**src/rtl/regfile_bypass.sv**
```systemverilog
// MIPS32 GPR file: 2 combinational read ports, 1 write port, busy scoreboard.
// Optional same-cycle write-through forwarding under REGFILE_BYPASS_EN.

module regfile_rdport #(
  parameter int DATA_W   = 32,
  parameter int ADDR_W   = 5,
  parameter int ZERO_REG = 1
) (
  input  logic [2**ADDR_W-1:0][DATA_W-1:0] regs,
  input  logic [2**ADDR_W-1:0]             busy,
  input  logic [ADDR_W-1:0]                rdAddr,
  input  logic                             fwdEn,
  input  logic [DATA_W-1:0]                fwdData,
  input  logic                             fwdBusy,
  output logic [DATA_W-1:0]                rdData,
  output logic                             rdBusy
);
  logic isZero;
  assign isZero = (ZERO_REG != 0) && (rdAddr == '0);

  always_comb begin
    rdData = regs[rdAddr];
    rdBusy = busy[rdAddr];
    if (fwdEn) begin
      rdData = fwdData;
      rdBusy = fwdBusy;
    end
    if (isZero) begin
      rdData = '0;
      rdBusy = 1'b0;
    end
  end
endmodule

module regfile_bypass #(
  parameter int DATA_W   = 32,
  parameter int ADDR_W   = 5,
  parameter int ZERO_REG = 1
) (
  input  logic              clk,
  input  logic              rst_n,
  input  logic              reg_write,
  input  logic [ADDR_W-1:0] write_addr,
  input  logic [DATA_W-1:0] write_data,
  input  logic [ADDR_W-1:0] read_addr1,
  input  logic [ADDR_W-1:0] read_addr2,
  output logic [DATA_W-1:0] read_data1,
  output logic [DATA_W-1:0] read_data2,
  input  logic              busy_set,
  input  logic [ADDR_W-1:0] busy_addr,
  output logic              busy1,
  output logic              busy2
);
  localparam int DEPTH   = 2**ADDR_W;
  localparam int NUM_RD  = 2;

  logic [DEPTH-1:0][DATA_W-1:0]  regs;
  logic [DEPTH-1:0]              busy;
  logic                          wrEn, setEn;
  logic [NUM_RD-1:0][ADDR_W-1:0] rdAddr;
  logic [NUM_RD-1:0][DATA_W-1:0] rdData;
  logic [NUM_RD-1:0]             rdBusy, fwdEn, fwdBusy;

  assign wrEn  = reg_write && !((ZERO_REG != 0) && (write_addr == '0));
  assign setEn = busy_set  && !((ZERO_REG != 0) && (busy_addr  == '0));

  // Set is applied after clear so a new producer supersedes the completing one.
  always_ff @(posedge clk or negedge rst_n) begin
    if (!rst_n) begin
      regs <= '0;
      busy <= '0;
    end else begin
      if (wrEn) begin
        regs[write_addr] <= write_data;
        busy[write_addr] <= 1'b0;
      end
      if (setEn)
        busy[busy_addr] <= 1'b1;
    end
  end

  assign rdAddr = {read_addr2, read_addr1};

  genvar i;
  generate
    for (i = 0; i < NUM_RD; i++) begin : gRd
`ifdef REGFILE_BYPASS_EN
      // Forwarding is held off during reset so reads stay zero while rst_n=0.
      assign fwdEn[i]   = rst_n && wrEn && (write_addr == rdAddr[i]);
      assign fwdBusy[i] = setEn && (busy_addr == rdAddr[i]);
`else
      assign fwdEn[i]   = 1'b0;
      assign fwdBusy[i] = 1'b0;
`endif
      regfile_rdport #(.DATA_W(DATA_W), .ADDR_W(ADDR_W), .ZERO_REG(ZERO_REG)) uRd (
        .regs    (regs),
        .busy    (busy),
        .rdAddr  (rdAddr[i]),
        .fwdEn   (fwdEn[i]),
        .fwdData (write_data),
        .fwdBusy (fwdBusy[i]),
        .rdData  (rdData[i]),
        .rdBusy  (rdBusy[i])
      );
    end
  endgenerate

  assign read_data1 = rdData[0];
  assign read_data2 = rdData[1];
  assign busy1      = rdBusy[0];
  assign busy2      = rdBusy[1];
endmodule

```
**config.mk**
```make
export PLATFORM = sky130hd
export DESIGN_NAME = regfile_bypass
export DESIGN_NICKNAME = d
export VERILOG_FILES = /design/src/rtl/regfile_bypass.sv
export SDC_FILE = /design/constraint.sdc
export NUM_CORES = 2
export LEC_CHECK = 0
export ABC_AREA = 0
export CAP_MARGIN = 20
export CELL_PAD_IN_SITES_DETAIL_PLACEMENT = 2
export CELL_PAD_IN_SITES_GLOBAL_PLACEMENT = 2
export CORE_MARGIN = 10
export CORE_UTILIZATION = 40
export DETAILED_ROUTE_END_ITERATION = 6
export PLACE_DENSITY = 0.82
export SETUP_SLACK_MARGIN = 0.1
export SLEW_MARGIN = 5
export SYNTH_ARGS = -nofsm -noshare
export SYNTH_HDL_FRONTEND = slang
export SYNTH_SLANG_ARGS = --single-unit
```
**constraint.sdc**
```tcl
create_clock -name clk -period 2 [get_ports clk]
set_clock_uncertainty 0.05 [all_clocks]
set_input_delay 0.2 -clock clk [delete_from_list [all_inputs] [get_ports clk]]
set_output_delay 0.2 -clock clk [all_outputs]
set_load 0.02 [all_outputs]
```
==> impl_metrics.csv <==
group,metric,value,unit
timing,setup_viol_count_final,85,
setup_path,crit_required,1.75,ns
synth,synth_area_per_cell,15.07,µm²
timing,relSlewSlack,30.74,%
global_route,grt_pass1_vias,52759,
timing,fin_crit,3.408,ns
timing,setup_ws,-1.408,ns
final_layout,post-route-cell-area,73340,µm²
floorplan,die_w,394.7,µm
placed_design,port_buffers,121,
pwr,ir_drop,0.0008628,V
setup_path,r2r-start,"regs[509]",
final_layout,drive_gt1_share,67.27,%
cts,clk_latency,0.80,ns
synth,synth_edf_count,0,
pwr,finalPower,79.75,mW
synth,ys_seq_area_share,47.06,%
final_layout,final_core_utilization,52.56,%
drt,drc,0,
setup_path,r2r_cells,4,
outcome,status,"complete, but fails checks",
timing,drv_slew,0,
synth,netlist_instances,3727,
cts,cts.sinks,1056,
timing,rsz0062_at_grt,"true",
placed_design,gp_congestion,0.8609,
floorplan,dieArea,155800,µm²
global_route,antenna_found_initial,38,
final_layout,final_cell_mix,"dfrtp_1 (1008), mux2_2 (993), buf_4 (619)",
setup_path,reg2reg_setup_slack,0.72,ns
placed_design,dp_hpwl,179.2,mm
min_path,hp-class,"in2async",
final_layout,multi_input_area,30480,µm²
drt,wl_per_cell,58.09,µm
cts,cts_tree,"done",
synth,syn_nets,3783,
cts,path_clk_slew,0.09,ns
global_route,grt_start_max_net_pins,90,
cts,cts_inserted_buffers,117,
timing,tightest_slew,1.039,ns
final_layout,n_fill_cell,12239,
global_route,grtUsageTotal,42.38,%
timing,finalCritPeriodShare,170.4,%
global_route,grt_overflow,0,
pwr,power.leakage,31.67,nW
final_layout,nets,4401,
timing,finalHoldViolations,0,
final_layout,regArea,26490,µm²
drt,vias,49853,
drt,drtIter0Drc,7445,
outcome,violations,"negative setup slack",
setup_path,slowest_delay,0.88,ns
synth,synth_warnings,0,
drt,routed_via_density,7.860,
synth,synth_seq_cells,1056,
setup_path,timing.rr.end,"regs[509]",
drt,ant_nets,0,
setup_path,endpoint_kind,"output pin",
placed_design,dpl_cell_area,65390,µm²
setup_path,cp.arrival,3.16,ns
setup_path,cp-start-kind,"flop",
drt,drt-total-wl,368.4,mm
setup_path,crit_fanout,3,
cts,cts-root-buf,"clkbuf_16",
setup_path,critPathKind,"reg2out",
drt,drt-pass1-iter-count,6,
final_layout,layout_commonest_cell,"dfrtp_1",
pwr,power_per_cell_area,1088,nW/µm²
floorplan,start_util,40.24,%
synth,async_flop_share,100.0,%
cts,clock_path_buffers,3,
floorplan,core,139500,µm²
timing,finalSetupTns,-65.15,ns
timing,clock.fmax,293.4,MHz
floorplan,rows,137,
floorplan,fp.dieH,394.7,µm
global_route,grt_pass1_wl,466.6,mm
synth,ys.flop_type,"dfrtp_1",
synth,ys_types,48,
synth,syn_area,56150,µm²
floorplan,io_pins,122,
setup_path,crit_slowest_cell,"a311oi_4",
cts,cts_max_level,3,
run,maxCapViolCount,0,
final_layout,area_growth,30.60,%
setup_path,worstPathCellList,"mux2i_1 -> nand2_1 -> o2111ai_2 -> buf_4 -> a311oi_4 -> buf_6",
==> cell type report <==
type                       instances  area share [%]
inverter                          15         0.08360
clock buffer                     168           4.721
multi-input combinational       2215           41.56
sequential                      1056           36.12
timing repair buffer             940           13.30
clock inverter                    48          0.9384
antenna                           25         0.08531
tap                             1876           3.201
==> cells by family (layout without fill, tap and decap cells) <==
group	count (synthesis)	after routing	share of synthesized area, %
flip-flops	1056	1056	47.06
AO/OA/AOI/OAI	380	380	5.013
buffers and inverters	456	1171	3.881
multiplexers	1684	1684	42.60
other	0	25	0
AND/OR/NAND/NOR	151	151	1.451
==> metrics by stage <==
stage | hold WS, ns | worst slack (ns) | instances
after floorplan | -0.1456 | 0.08228 | 3727
after global placement | 0.1187 | -0.9086 | 5975
after detailed placement | 0.1248 | -0.9764 | 5975
after CTS | 0.1370 | -0.9131 | 6259
after global routing | 0.1670 | -1.319 | 6321
final | 0.1411 | -1.408 | 6343
==> critical path, delay by kind of cell, from the launching register on <==
family	cells	cell delay, ns
compound gates	2	1.12
buf+inv	2	0.46
flops	1	0.44
simple gates	1	0.15
mux	1	0.13
==> how the worst max path moves through the flow <==
stage	startpoint	end	cells after the start	slack, ns
after floorplan	read_addr1[1]	busy1	6	0.08
after global placement	read_addr2[0]	read_data2[16]	8	-0.91
after detailed placement	read_addr2[0]	read_data2[16]	8	-0.98
after CTS	regs[464]	read_data2[16]	6	-0.91
after global routing	regs[667]	read_data1[27]	4	-1.32
final	regs[966]	read_data1[6]	6	-1.41
==> layer usage <==
| metal | share of wire (%) | up-vias | global-route usage [%] |
|---|---|---|---|
| met2 | 42 | 5635 | 63.21 |
| li1 | - | 15792 | - |
| met1 | 31 | 25501 | 46.05 |
| met5 | 0.19 | - | 0.6154 |
| met4 | 13 | 30 | 39.93 |
| met3 | 13 | 2895 | 16.23 |
==> report_power, final <==
group          switching, mW  internal (mW)
sequential              5.77           25.4
clock                   11.7           13.9
combinational           12.1           10.9
total                   29.6           50.1
==> state kept, by name (all words and copies together) (netlist names) <==
register	flops
regs	1024
busy	32
==> Yosys cell counts, types with 4 or more instances <==
| master | instances | area, µm² |
|---|---|---|
| mux4_2 | 462 | 10400 |
| clkbuf_1 | 219 | 822.0 |
| nand3_1 | 4 | 20.02 |
| nor2b_1 | 45 | 281.5 |
| a311oi_1 | 33 | 289.0 |
| o2111ai_1 | 15 | 131.4 |
| nand2_1 | 53 | 198.9 |
| dfrtp_1 | 1056 | 26430 |
| o21ai_0 | 63 | 315.3 |
| a22oi_1 | 66 | 495.5 |
| buf_2 | 148 | 740.7 |
| a211oi_1 | 33 | 247.7 |
| buf_4 | 33 | 247.7 |
| o21ai_1 | 22 | 110.1 |
| a31oi_1 | 33 | 206.5 |
| inv_1 | 15 | 56.30 |
| buf_6 | 8 | 90.09 |
| a22o_1 | 11 | 96.34 |
| a221o_1 | 33 | 330.3 |
| nand2b_1 | 4 | 25.02 |
| mux2_1 | 7 | 78.83 |
| a221oi_1 | 51 | 446.7 |
| mux2_2 | 1018 | 11460 |
| nor2_1 | 15 | 56.30 |
| buf_1 | 26 | 97.59 |
| mux2i_1 | 197 | 1972 |
| buf_12 | 4 | 80.08 |
| a32o_1 | 4 | 40.04 |
| o22ai_1 | 13 | 81.33 |
==> repair_timing <==
item                                   4_1_cts  5_1_grt
pin swaps                                  103       91
cloned                                       3        0
setup endpoints to repair                   69      120
endpoints found under the hold margin      928        0
buffers inserted                            63       61
hold buffers                                 2        0
gates resized for setup                    431      209
Power figures use the tool's default switching activity.
